File: config.mk
export PLATFORM = sky130hd
export DESIGN_NAME = program_loader_flat
export DESIGN_NICKNAME = d
export VERILOG_FILES = /design/src/rtl/program_loader_pkg.sv /design/src/rtl/program_loader_if.sv /design/src/rtl/program_loader.sv /design/src/flat_wrapper.sv
export SDC_FILE = /design/constraint.sdc
export NUM_CORES = 1
export LEC_CHECK = 0
export CAP_MARGIN = 20
export CORE_UTILIZATION = 55
export DETAILED_ROUTE_END_ITERATION = 8
export GPL_TIMING_DRIVEN = 0
export PLACE_DENSITY_LB_ADDON = 0.12
export SETUP_SLACK_MARGIN = 0.3
export SYNTH_ARGS = -nofsm -noshare
export SYNTH_HDL_FRONTEND = slang
export SYNTH_SLANG_ARGS = --single-unit
File: constraint.sdc
create_clock -name clk_i -period 7.8 [get_ports clk_i]
set_input_delay 0.78 -clock clk_i [delete_from_list [all_inputs] [get_ports clk_i]]
set_output_delay 0.78 -clock clk_i [all_outputs]
set_load 0.02 [all_outputs]
File: src/rtl/program_loader_pkg.sv
// Shared widths, types and FSM encoding for the program-store loader and datapath.
package program_loader_pkg;
  localparam int ADDR_W    = 11;
  localparam int DATA_W    = 16;
  localparam int MAX_WORDS = 2048;
  localparam int CNT_W     = 12;

  typedef logic [7:0]        byte_t;
  typedef logic [DATA_W-1:0] word_t;
  typedef logic [ADDR_W-1:0] addr_t;
  typedef logic [CNT_W-1:0]  cnt_t;

  localparam cnt_t MAX_N = cnt_t'(MAX_WORDS);

  typedef enum logic [2:0] {
    S_IDLE, S_LEN_LO, S_LEN_HI, S_DATA_LO, S_DATA_HI, S_WRITE, S_CHECK, S_DONE
  } state_e;
endpackage

File: src/rtl/program_loader_if.sv
// Byte-stream input, program-store write port and load status of the loader.
interface program_loader_if
  import program_loader_pkg::*;
();
  logic  start;
  logic  in_valid;
  byte_t in_data;
  logic  in_ready;
  logic  mem_we;
  addr_t mem_addr;
  word_t mem_wdata;
  logic  busy;
  logic  done;
  logic  err;
  cnt_t  words_written;

  // Loader side
  modport slave (
    input  start, in_valid, in_data,
    output in_ready, mem_we, mem_addr, mem_wdata, busy, done, err, words_written
  );

  // Stream source / status consumer side
  modport master (
    output start, in_valid, in_data,
    input  in_ready, mem_we, mem_addr, mem_wdata, busy, done, err, words_written
  );
endinterface

File: src/rtl/program_loader.sv
// Assembles a length-prefixed, checksummed byte stream into 16-bit words and
// writes them sequentially into the program store. All outputs come from
// registered state, so in_ready never depends combinationally on in_valid.
module program_loader
  import program_loader_pkg::*;
(
  input  logic             clk_i,
  input  logic             rst_i,
  program_loader_if.slave  bus
);
  state_e state_q, state_d;
  cnt_t   len_q,   len_d;
  addr_t  addr_q,  addr_d;
  byte_t  lo_q,    lo_d;
  byte_t  hi_q,    hi_d;
  byte_t  sum_q,   sum_d;
  logic   err_q,   err_d;
  cnt_t   ww_q,    ww_d;

  logic rdy;
  logic xfer;
  cnt_t n_len;

  assign rdy  = (state_q == S_LEN_LO) || (state_q == S_LEN_HI) || (state_q == S_DATA_LO) ||
                (state_q == S_DATA_HI) || (state_q == S_CHECK);
  assign xfer = rdy && bus.in_valid;
  // Length as it will be once the high byte currently on the bus is taken
  assign n_len = {bus.in_data[3:0], len_q[7:0]};

  assign bus.in_ready      = rdy;
  assign bus.mem_we        = (state_q == S_WRITE);
  assign bus.mem_addr      = addr_q;
  assign bus.mem_wdata     = {hi_q, lo_q};
  assign bus.busy          = (state_q != S_IDLE);
  assign bus.done          = (state_q == S_DONE);
  assign bus.err           = err_q;
  assign bus.words_written = ww_q;

  // State and datapath registers
  always_ff @(posedge clk_i) begin
    if (rst_i) begin
      state_q <= S_IDLE;
      len_q   <= '0;
      addr_q  <= '0;
      lo_q    <= '0;
      hi_q    <= '0;
      sum_q   <= '0;
      err_q   <= 1'b0;
      ww_q    <= '0;
    end else begin
      state_q <= state_d;
      len_q   <= len_d;
      addr_q  <= addr_d;
      lo_q    <= lo_d;
      hi_q    <= hi_d;
      sum_q   <= sum_d;
      err_q   <= err_d;
      ww_q    <= ww_d;
    end
  end

  // Next-state: stream parsing, word assembly, checksum and write sequencing
  always_comb begin
    state_d = state_q;
    len_d   = len_q;
    addr_d  = addr_q;
    lo_d    = lo_q;
    hi_d    = hi_q;
    sum_d   = sum_q;
    err_d   = err_q;
    ww_d    = ww_q;
    unique case (state_q)
      S_IDLE: if (bus.start) begin
        state_d = S_LEN_LO;
        err_d   = 1'b0;
        ww_d    = '0;
        sum_d   = '0;
        addr_d  = '0;
      end
      S_LEN_LO: if (xfer) begin
        len_d[7:0] = bus.in_data;
        state_d    = S_LEN_HI;
      end
      S_LEN_HI: if (xfer) begin
        len_d = n_len;
        if (bus.in_data[7:4] != 4'h0 || n_len == '0 || n_len > MAX_N) begin
          err_d   = 1'b1;
          state_d = S_DONE;
        end else begin
          state_d = S_DATA_LO;
        end
      end
      S_DATA_LO: if (xfer) begin
        lo_d    = bus.in_data;
        sum_d   = sum_q + bus.in_data;
        state_d = S_DATA_HI;
      end
      S_DATA_HI: if (xfer) begin
        hi_d    = bus.in_data;
        sum_d   = sum_q + bus.in_data;
        state_d = S_WRITE;
      end
      S_WRITE: begin
        ww_d = ww_q + cnt_t'(1);
        // Stop on the last word rather than incrementing, so 2048 never wraps to 0
        if ({1'b0, addr_q} == len_q - cnt_t'(1)) begin
          state_d = S_CHECK;
        end else begin
          addr_d  = addr_q + addr_t'(1);
          state_d = S_DATA_LO;
        end
      end
      S_CHECK: if (xfer) begin
        if (bus.in_data != sum_q) err_d = 1'b1;
        state_d = S_DONE;
      end
      S_DONE:  state_d = S_IDLE;
      default: state_d = S_IDLE;
    endcase
  end
endmodule

File: src/flat_wrapper.sv
// flat-port wrapper written by rule: the top's interface ports become plain ports
module program_loader_flat import program_loader_pkg::*;
  (clk_i, rst_i, bus_start, bus_in_valid, bus_in_data, bus_in_ready, bus_mem_we, bus_mem_addr, bus_mem_wdata, bus_busy, bus_done, bus_err, bus_words_written);
  program_loader_if bus_i ();
  input  logic clk_i;
  input  logic rst_i;
  input wire logic [$bits(bus_i.start)-1:0] bus_start;
  input wire logic [$bits(bus_i.in_valid)-1:0] bus_in_valid;
  input wire logic [$bits(bus_i.in_data)-1:0] bus_in_data;
  output wire logic [$bits(bus_i.in_ready)-1:0] bus_in_ready;
  output wire logic [$bits(bus_i.mem_we)-1:0] bus_mem_we;
  output wire logic [$bits(bus_i.mem_addr)-1:0] bus_mem_addr;
  output wire logic [$bits(bus_i.mem_wdata)-1:0] bus_mem_wdata;
  output wire logic [$bits(bus_i.busy)-1:0] bus_busy;
  output wire logic [$bits(bus_i.done)-1:0] bus_done;
  output wire logic [$bits(bus_i.err)-1:0] bus_err;
  output wire logic [$bits(bus_i.words_written)-1:0] bus_words_written;
  assign bus_i.start = bus_start;
  assign bus_i.in_valid = bus_in_valid;
  assign bus_i.in_data = bus_in_data;
  assign bus_in_ready = bus_i.in_ready;
  assign bus_mem_we = bus_i.mem_we;
  assign bus_mem_addr = bus_i.mem_addr;
  assign bus_mem_wdata = bus_i.mem_wdata;
  assign bus_busy = bus_i.busy;
  assign bus_done = bus_i.done;
  assign bus_err = bus_i.err;
  assign bus_words_written = bus_i.words_written;
  program_loader u_core (.clk_i(clk_i), .rst_i(rst_i), .bus(bus_i));
endmodule
==> results of run 1 <==
-- flip-flops by register name (all words and copies together), names as in the netlist --
| name | cells |
|---|---|
| u_core.bus.words_written | 12 |
| u_core.lo_q | 8 |
| u_core.bus.mem_addr | 11 |
| u_core.sum_q | 8 |
| u_core.state_q | 3 |
| u_core.bus.err | 1 |
| u_core.len_q | 12 |
| u_core.hi_q | 8 |
-- worst max-delay path: stages, from the launching register on --
cell and delay, ns:
dfxtp_1 0.42, nand2_1 0.07, or2_2 0.26, clkbuf_1 0.22
inv_1 0.12, clkbuf_1 0.36, clkdlybuf4s50_1 0.70
-- placed cells by master (no fill, tap or decap), drive strengths merged, types with 3 or more instances in the layout --
cell type and instances:
a311oi 3, ha 10, a21oi 48, dfxtp 63
a22oi 8, nand3b 5, nor2 37, o21bai 4
mux2i 10, nand2 75, and3 5, inv 13
xor2 8, a31oi 4, and2 3, nor3 16
nand3 20, a211oi 4, nand2b 9, o21a 5
xnor2 14, nor2b 3, mux2 3, clkdlybuf4s50 53
a21o 4, clkbuf 33, nor4 7, o21ai 12
-- report_power, final --
part | internal (mW) | switching (mW)
combinational | 0.0513 | 0.0818
clock | 0.173 | 0.127
sequential | 0.329 | 0.00798
total | 0.553 | 0.217
-- final cells by class --
cell class                      count  area, um2
Buffer                             22       91.3
Clock buffer                       13        169
Clock inverter                      3       40.0
Fill cell                         499       1680
Inverter                           13       48.8
Multi-Input combinational cell    350       2110
Sequential cell                    63       1260
Tap cell                           75       93.8
Timing Repair Buffer               53        531
-- kinds of logic after synthesis --
group / synth area share [%]
AOI/OAI and AO/OA: 19.6
DFF: 35.9
muxes: 3.81
buffers and inverters: 3.99
xor gates and xnor gates: 5.49
adders and majority gates: 4.13
and+or+nand+nor: 27.1
-- how the worst max path moves through the flow --
| stage | to | slack [ns] | cells past startpoint |
|---|---|---|---|
| 6_report | bus_mem_we | 4.53 | 6 |
| 5_1_grt | bus_mem_we | 4.39 | 6 |
| 4_1_cts | bus_mem_we | 4.55 | 6 |
| 3_5_place_dp | u_core.sum_q[7] | 4.63 | 9 |
| 3_3_place_gp | u_core.sum_q[6] | 4.65 | 10 |
| 2_1_floorplan | u_core.bus.mem_addr[6] | 5.14 | 10 |
-- per-layer routing --
layer | global-route usage [%] | vias to the layer above | wire length (um)
met5 | 0 | - | 0
li1 | - | 1719 | -
met3 | 5.44 | 16 | 495
met4 | 10.9 | 0 | 163
met1 | 36.3 | 1653 | 4030
met2 | 52.8 | 117 | 4620
-- metrics by stage --
stage / std cells / hold WS (ns)
after floorplan: 448 / 0.461
after global placement: 576 / 0.442
after detailed placement: 576 / 0.449
after CTS: 592 / 0.460
after global routing: 592 / 0.482
final: 592 / 0.458
==> metrics, run 1 <==
PnR worst setup slack between 4 and 5 ns; Max Slew Vio Count 0; Rows 28; Clk pin slew, worst setup/hold paths approximately 0.070 ns; CP max FO 10; die area ~0.0067 mm2; Commonest cells post-synth nand2_1, dfxtp_1, a21oi_1; leading post-synthesis cells by cell area dfxtp_1, nand2_1, a21oi_1, nor2_1, ha_1; Tightest Pin Transition about 1.1 ns; first-pass GRT wire length approximately 15000 um; initial antenna violation count 0; total power slightly below 800 uW; min-delay worst type register to register; Clock Skew 0.00377 ns; Worst Hold End u_core.lo_q[6]; Worst Hold Launch u_core.lo_q[6]; FF-to-FF path depth 9; Placeable Area approximately 0.0060 mm2; die span in x around 80 um; EDFF count, synth 0; Avg WL per Cell 15.7 um; clk buf depth 2; clock tree sinks 63; Slew HR about 28%; Final HPWL DP about 6700 um; DRC 0; crit share post-route 41.9%; DRT iter0 DRCs 186; Final #Nets about 540; R2R setup slack between 4 and 5 ns; cells after synthesis 448; post-synth net total approximately 470; die span in y about 82 um; Final Hold Fails 0; Root Buffer clkbuf_8; CTS tree yes; Yosys warnings 0; Distinct cells, synth 57; status completed; Pleak 1.54 nW; pre-CTS setup slack around 4.6 ns; number of diodes 0; Critical Path AT roughly 2.5 ns; drt first pass iters 4; placer congestion estimate 0.855; hold path depth 2; WL final roughly 9300 um; Synth Cell Area around 0.0035 mm2; setup TNS 0 ns; Power Density roughly 180 mW/mm2; vias in the first global route 3260; flops & latches, synth 63; Max IR drop VDD approximately 0.12 mV; max frequency 0.306 GHz; hold_buf cts 0; # setup viols final 0; Primary FF master, synth dfxtp_1; Placed Area 0.00414 mm2; Worst R2R End u_core.bus.mem_addr[3]; most common cell in the netlist nand2_1; Worst EP required approximately 7 ns; share of cells above drive strength 1 between 4 and 5%; Clock Latency Late Sink approximately 0.34 ns; crit path from u_core.state_q[0]; Starting Density approximately three fifths; ANT nets after route 0; unrepaired setup endpoints after global routing false; critical path type register to output port; fraction of registers with async set/reset 0%; post-route minimum period 3.27 ns; Setup Fix Bufs, Post-CTS 0; syn avg cell area between 7 and 8 um2; drt via density 5.92; post-layout util 72.1%; Num CTS Buffers 9; final instance area 0.00435 mm2; Startpoint Class register; H-tree levels 3; post-CTS resize count 0; Seq/Total Area, Yosys 35.9%; IO buf count 53; max-capacitance violation count 0; grt total ovfl 0; largest net degree at the start of global routing 11; crit end category output port; R2R Path Start u_core.len_q[0]; Synth top area share a little over a third; top-level port count 56; routed vias 3505; post-synth top area cell dfxtp_1; gr usage total 30.0%; Layout area overhead 23.7%
Note: power is estimated with default switching activity, not from simulation.
==> run 2: changes to the inputs <==
- CORE_UTILIZATION: 55 -> 54
- clock period: 7.8 -> 3.1 ns (I/O delays scaled with it)
==> run 2 against run 1 <==
Net effect: power increased to 2.5 times the previous value; clock skew up 0.0043 ns; design area grew 2.7%; clock-buffer cell count unchanged; clock power grew 140%; wire length up 2.2%; sequential share of layout area decreased by 0.66 points.
==> metrics, run 2 (synthesized netlist as in run 1, its figures left out) <==
most frequent cells in the layout nand2_1, dfxtp_1, clkdlybuf4s50_1, a21oi_1, nor2_1 (unchanged); placer congestion estimate 0.849 (was 0.855); routed vias 3576 (was 3505); met3 Usage GRT 4.73% (was 5.44%); pre-CTS setup slack 0.125 ns (was 4.63 ns); Max IR drop VDD 0.319 mV (was 0.115 mV); Avg WL per Cell 15.8 um (was 15.7 um); initial antenna violation count 0 (unchanged); # setup viols final 0 (unchanged); Final HPWL DP 6610 um (was 6680 um); critical path type register to register (was register to output port); Pleak 1.60 nW (was 1.54 nW); crit share post-route around 88%; H-tree levels 3 (unchanged); Root Buffer clkbuf_8 (unchanged); setup TNS 0 ns (unchanged); clk buf depth 2 (unchanged); Slew HR 47.9% (was 27.9%); Rows 29 (was 28); DRT iter0 DRCs 232 (was 186); Critical Path AT 2.99 ns (was 2.49 ns); die area 0.00683 mm2 (was 0.00671 mm2); post-placement cell count 578 (was 576); Clock Skew 0.00804 ns (was 0.00377 ns); drt first pass iters 5 (was 4); Clock Latency Late Sink 0.35 ns (was 0.34 ns); vias in the first global route 3107 (was 3260); Max Slew Vio Count 0 (unchanged); Clk pin slew, worst setup/hold paths 0.08 ns (was 0.07 ns); Layout area overhead 27.1% (was 23.7%); max frequency 0.368 GHz; DRC 0 (unchanged); crit path from u_core.len_q[0] (was u_core.state_q[0]); gr usage total 28.5% (was 30.0%); final instance area 0.00446 mm2 (was 0.00435 mm2); total power 1.94 mW (was 770 uW); Power Density 434 mW/mm2 (was 177 mW/mm2); post-route minimum period between 2 and 3 ns; grt met2 use 49.2% (was 52.8%); Num CTS Buffers 9 (unchanged); Placed Area 0.00414 mm2 (about the same); Placeable Area 0.00631 mm2 (was 0.00603 mm2); commonest non-fill, non-tap cell in the layout nand2_1 (unchanged); Startpoint Class register (unchanged); Final Hold Fails 0 (unchanged); die span in x 82.6 um (was 81.9 um); Non-Filler Instances 601 (was 592); IO buf count 53 (unchanged); share of cells above drive strength 1 8.02% (was 4.84%); largest net degree at the start of global routing 11 (unchanged); max-capacitance violation count 0 (unchanged); status completed (unchanged); CTS tree yes (unchanged); clock tree sinks 63 (unchanged); grt total ovfl 0 (unchanged); Worst EP required 3.37 ns (was 7.02 ns); crit end category register (was output port); Worst R2R End u_core.bus.mem_addr[0] (was u_core.bus.mem_addr[3]); global routing usage on met1 35.6% (was 36.3%); die span in y 82.6 um (was 81.9 um); Hold WS 0.367 ns (was 0.458 ns); R2R Path Start u_core.len_q[0] (unchanged); GR peak layer met2 (unchanged); R2R setup slack 0.38 ns (was 4.80 ns); WL final 9520 um (was 9310 um); top-level port count 56 (unchanged); ANT nets after route 0 (unchanged); min-delay worst type input pin to register (was register to register); first-pass GRT wire length 14700 um (was 15300 um); number of diodes 0 (unchanged); hold_buf cts 0 (unchanged); Critical Path End u_core.bus.mem_addr[0] (was bus_mem_we); post-layout util 70.7% (was 72.1%); CP max FO 9 (was 10); PnR worst setup slack 0.382 ns (was 4.53 ns); Final #Nets 542 (was 535); drt via density 5.95 (was 5.92); unrepaired setup endpoints after global routing true (was false); FF-to-FF path depth 11 (was 9); Tightest Pin Transition 0.776 ns (was 1.08 ns); Starting Density 55.6% (was 58.3%)
[run 2: cell count changes in the layout (fill, tap and decap cells not counted), sizes merged]
cell           delta
buf               +7
clkdlybuf4s50     -1
clkinv            -1
clkinvlp          +1
dlymetal6s2s      +1
[run 2: worst max-delay path: stages, from the launching register on]
cell      delay (ns)
dfxtp_4         0.36
inv_1           0.09
ha_4            0.17
nor4b_4         0.23
buf_4           0.17
and3_1          0.17
nand2_1         0.06
a31o_2          0.29
or4b_4          0.54
buf_6           0.16
o211a_1         0.23
a211oi_2        0.18
[run 2: area by class of cell]
class / instances / area [um2]
buffer: 22 / 98.8
clock buffer: 13 / 149
clock inverter: 3 / 42.5
fill: 550 / 1850
inverter: 13 / 48.8
multi-input combinational: 350 / 2180
sequential: 63 / 1270
tap: 77 / 96.3
timing repair buffer: 60 / 586
[run 2: how the worst min path moves through the flow]
stage / slack (ns) / start / cells after the start / end
6_report: 0.37 / bus_in_data[7] / 3 / u_core.hi_q[7]
3_5_place_dp: 0.45 / u_core.lo_q[5] / 2 / u_core.lo_q[5]
5_1_grt: 0.41 / bus_in_data[7] / 3 / u_core.hi_q[7]
3_3_place_gp: 0.44 / u_core.hi_q[1] / 2 / u_core.hi_q[1]
2_1_floorplan: 0.45 / bus_in_data[2] / 2 / u_core.len_q[2]
4_1_cts: 0.37 / bus_in_data[7] / 3 / u_core.hi_q[7]
[run 2: what timing repair did]
item                       CTS  global route
hold endpoints to repair     0             0
resized for setup            9            11
pin swaps                    0             2
setup endpoints to repair   12            20
setup buffers                1             6
[run 2: power by group]
part,leakage (nW),internal (mW),total [mW],switching [mW]
clock,0.0936,0.393,0.718,0.325
combinational,0.999,0.152,0.372,0.220
sequential,0.510,0.827,0.848,0.0207
[run 2: layer usage]
metal / routed length, um / share of wire, % / vias up
met1: 4150 / 44 / 1681
met5: 0 / 0 / -
met4: 182 / 1.9 / 0
met2: 4630 / 49 / 141
li1: - / - / 1734
met3: 554 / 5.8 / 20
==> run 3: changes to the inputs <==
- ABC_AREA: default -> 1
==> run 3 against run 2 <==
Net effect: power rose by 26%; non-clock buffer count decreased by 10; clock-buffer cell count is 3 lower; largest cell class unchanged; largest power group unchanged; highest routed layer unchanged.
==> metrics, run 3 <==
unrepaired setup endpoints after global routing false (was true); clk buf depth 2 (unchanged); main combinational cell family by area after synthesis simple AND/OR/NAND/NOR gates (unchanged); ANT nets after route 0 (unchanged); Post-Route M1 WL 4200 um (was 4150 um); Max Slew Vio Count 0 (unchanged); CP max stage delay 0.64 ns (was 0.54 ns); max-capacitance violation count 0 (unchanged); post-synthesis mux area share 0% (was 3.81%); CP max FO 10 (was 9); Root Buffer clkbuf_8 (unchanged); Worst R2R End u_core.bus.mem_addr[6] (was u_core.bus.mem_addr[0]); post-CTS resize count 0 (was 9); Primary FF master, synth dfxtp_1 (unchanged); max layer used met4 (unchanged); max frequency 0.390 GHz (was 0.368 GHz); Slew HR 45.0% (was 47.9%); Placeable Area 0.00635 mm2 (was 0.00631 mm2); post-synth top area cell dfxtp_1 (unchanged); Placed Area 0.00421 mm2 (was 0.00414 mm2); die area 0.00692 mm2 (was 0.00683 mm2); Max IR drop VDD 0.454 mV (was 0.319 mV); Tightest Pin Transition 0.819 ns (was 0.776 ns); Critical Path AT 2.25 ns (was 2.99 ns); crit path from u_core.state_q[2] (was u_core.len_q[0]); Non-Filler Instances 674 (was 601); placer congestion estimate 0.886 (was 0.849); Critical Path End bus_mem_we (was u_core.bus.mem_addr[0]); clock tree sinks 63 (unchanged); Avg WL per Cell 13.7 um (was 15.8 um); crit end category output port (was register); Hold WS 0.446 ns (was 0.367 ns); hold_buf cts 0 (unchanged); Synth Cell Area 0.00356 mm2 (was 0.00351 mm2); cells after synthesis 526 (was 448); # setup viols final 0 (unchanged); post-placement cell count 658 (was 578); XOR/XNOR Fraction of Synth Area 4.88% (was 5.49%); Clock Skew 0.0121 ns (was 0.00804 ns); fraction of registers with async set/reset 0% (unchanged); critical-path cell with the highest stage delay clkdlybuf4s50_1 (was or4b_4); wire length on met2 4410 um (was 4630 um); syn avg cell area 6.77 um2 (was 7.84 um2); Starting Density 56.1% (was 55.6%); most frequent cells in the layout nand2_1, dfxtp_1, a21oi_1, inv_1, clkdlybuf4s50_1 (was nand2_1, dfxtp_1, clkdlybuf4s50_1, a21oi_1, nor2_1); Worst EP required 2.79 ns (was 3.37 ns); vias in the first global route 3323 (was 3107); Final #Nets 615 (was 542); status completed (unchanged); die span in y 83.2 um (was 82.6 um); DRT iter0 DRCs 259 (was 232); critical path type register to output port (was register to register); H-tree levels 3 (unchanged); IO buf count 55 (was 53); adder-cell area share of the yosys netlist 4.08% (was 4.13%); Pleak 1.79 nW (was 1.60 nW); drt first pass iters 5 (unchanged); DRC 0 (unchanged); most common cell in the netlist nand2_1 (unchanged); first-pass GRT wire length 15500 um (was 14700 um); post-synth net total 549 (was 471); R2R setup slack 0.90 ns (was 0.38 ns); gr usage total 27.6% (was 28.5%); leading post-synthesis cells by cell area dfxtp_1, nand2_1, a21oi_1, inv_1, nand3_1 (was dfxtp_1, nand2_1, a21oi_1, nor2_1, ha_1); routed vias 3687 (was 3576); Clock Latency Late Sink 0.34 ns (was 0.35 ns); Final Hold Fails 0 (unchanged); Seq/Total Area, Yosys 35.4% (was 35.9%); Synth top area share 35.4% (was 35.9%); post-route minimum period 2.56 ns (was 2.72 ns); min-delay worst type register to register (was input pin to register); Setup Fix Bufs, Post-CTS 0 (was 1); WL met3 524 um (was 554 um); largest net degree at the start of global routing 13 (was 11); top-level port count 56 (unchanged); Power Density 555 mW/mm2 (was 434 mW/mm2); Num CTS Buffers 9 (unchanged); Commonest cells post-synth nand2_1, dfxtp_1, a21oi_1 (unchanged); die span in x 83.2 um (was 82.6 um); crit share post-route 82.7% (was 87.7%); flops & latches, synth 63 (unchanged); Yosys warnings 0 (unchanged); Clk pin slew, worst setup/hold paths 0.08 ns (about the same); share of cells above drive strength 1 7.54% (was 8.02%); grt total ovfl 0 (unchanged); drt via density 5.47 (was 5.95); Layout area overhead 23.9% (was 27.1%); R2R Path Start u_core.len_q[0] (unchanged); commonest non-fill, non-tap cell in the layout nand2_1 (unchanged); Rows 29 (unchanged); Synth Area in Compound Gates 16.0% (was 19.6%); setup TNS 0 ns (unchanged); crit path cell chain buf_2 -> inv_2 -> nor2_1 -> inv_1 -> nor2_4 -> buf_2 -> clkdlybuf4s50_1 (was inv_1 -> ha_4 -> nor4b_4 -> buf_4 -> and3_1 -> nand2_1 -> a31o_2 -> or4b_4 -> buf_6 -> o211a_1 -> a211oi_2); EDFF count, synth 0 (unchanged); number of diodes 0 (unchanged); Distinct cells, synth 40 (was 57); initial antenna violation count 0 (unchanged); final instance area 0.00441 mm2 (was 0.00446 mm2); CTS tree yes (unchanged); Final HPWL DP 6850 um (was 6610 um); Startpoint Class register (unchanged); WL final 9270 um (was 9520 um); simple-gate share of the synthesized area 30.7% (was 27.1%); FF-to-FF path depth 13 (was 11); most used cell, CP buf_2
[run 3: changes by cell type in the layout (fill, tap and decap cells not counted), moves of 10 or more]
cell | previous run | this run
inv_1 | 13 | 61
nand2_1 | 75 | 118
nand3_1 | 20 | 45
o21ai_0 | 7 | 29
a21oi_1 | 47 | 62
clkbuf_1 | 22 | 9
mux2i_1 | 10 | 0
[run 3: routing by layer]
metal / track usage, % / vias to the layer above
li1: - / 1857
met3: 5.47 / 11
met2: 45.2 / 119
met1: 36.4 / 1700
met5: 0 / -
met4: 9.09 / 0
[run 3: through the flow]
step	setup slack (ns)	total power, mW	utilization (%)
final	0.537	2.45	69.5
after global placement	0.557	1.69	66.3
after floorplan	1.27	1.49	-
after global routing	0.392	2.60	69.5
after detailed placement	0.497	1.71	66.3
after CTS	0.536	2.45	69.5
[run 3: kinds of logic (layout without fill, tap and decap cells)]
family | count (synthesis) | count (layout)
AOI/OAI and AO/OA | 107 | 107
adders and majority gates | 11 | 11
DFF | 63 | 63
and+or+nand+nor | 246 | 246
buffers and inverters | 80 | 151
xor gates and xnor gates | 19 | 19
[run 3: where the power goes]
group          leakage, nW  internal, mW  switching, mW  total (mW)
Combinational         1.18         0.278          0.520       0.798
Sequential           0.509         0.860         0.0482       0.908
Clock               0.0989         0.396          0.346       0.742
Total                 1.79          1.53          0.915        2.45
[run 3: layout make-up]
cell class	count	area, um2
multi-input combinational	383	1980
fill	572	1940
sequential	63	1260
timing repair buffer	55	551
inverter	63	236
clock buffer	10	138
tap	77	96.3
buffer	17	80.1
clock inverter	6	67.6
[run 3: how the worst min path moves through the flow]
| stage | start | end | slack [ns] | cells past startpoint |
|---|---|---|---|---|
| global route | u_core.hi_q[4] | u_core.hi_q[4] | 0.47 | 2 |
| floorplan | u_core.sum_q[2] | u_core.sum_q[2] | 0.44 | 2 |
| finish | u_core.hi_q[5] | u_core.hi_q[5] | 0.45 | 2 |
| global placement | u_core.hi_q[5] | u_core.hi_q[5] | 0.43 | 2 |
| detailed placement | u_core.hi_q[5] | u_core.hi_q[5] | 0.44 | 2 |
| CTS | u_core.hi_q[5] | u_core.hi_q[5] | 0.45 | 2 |
[run 3: worst max-delay path, delay by kind of cell (launching register included)]
| family | cells | cell delay [ns] |
|---|---|---|
| and+or+nand+nor | 2 | 0.33 |
| buffers and inverters | 5 | 1.27 |
| DFF | 1 | 0.31 |
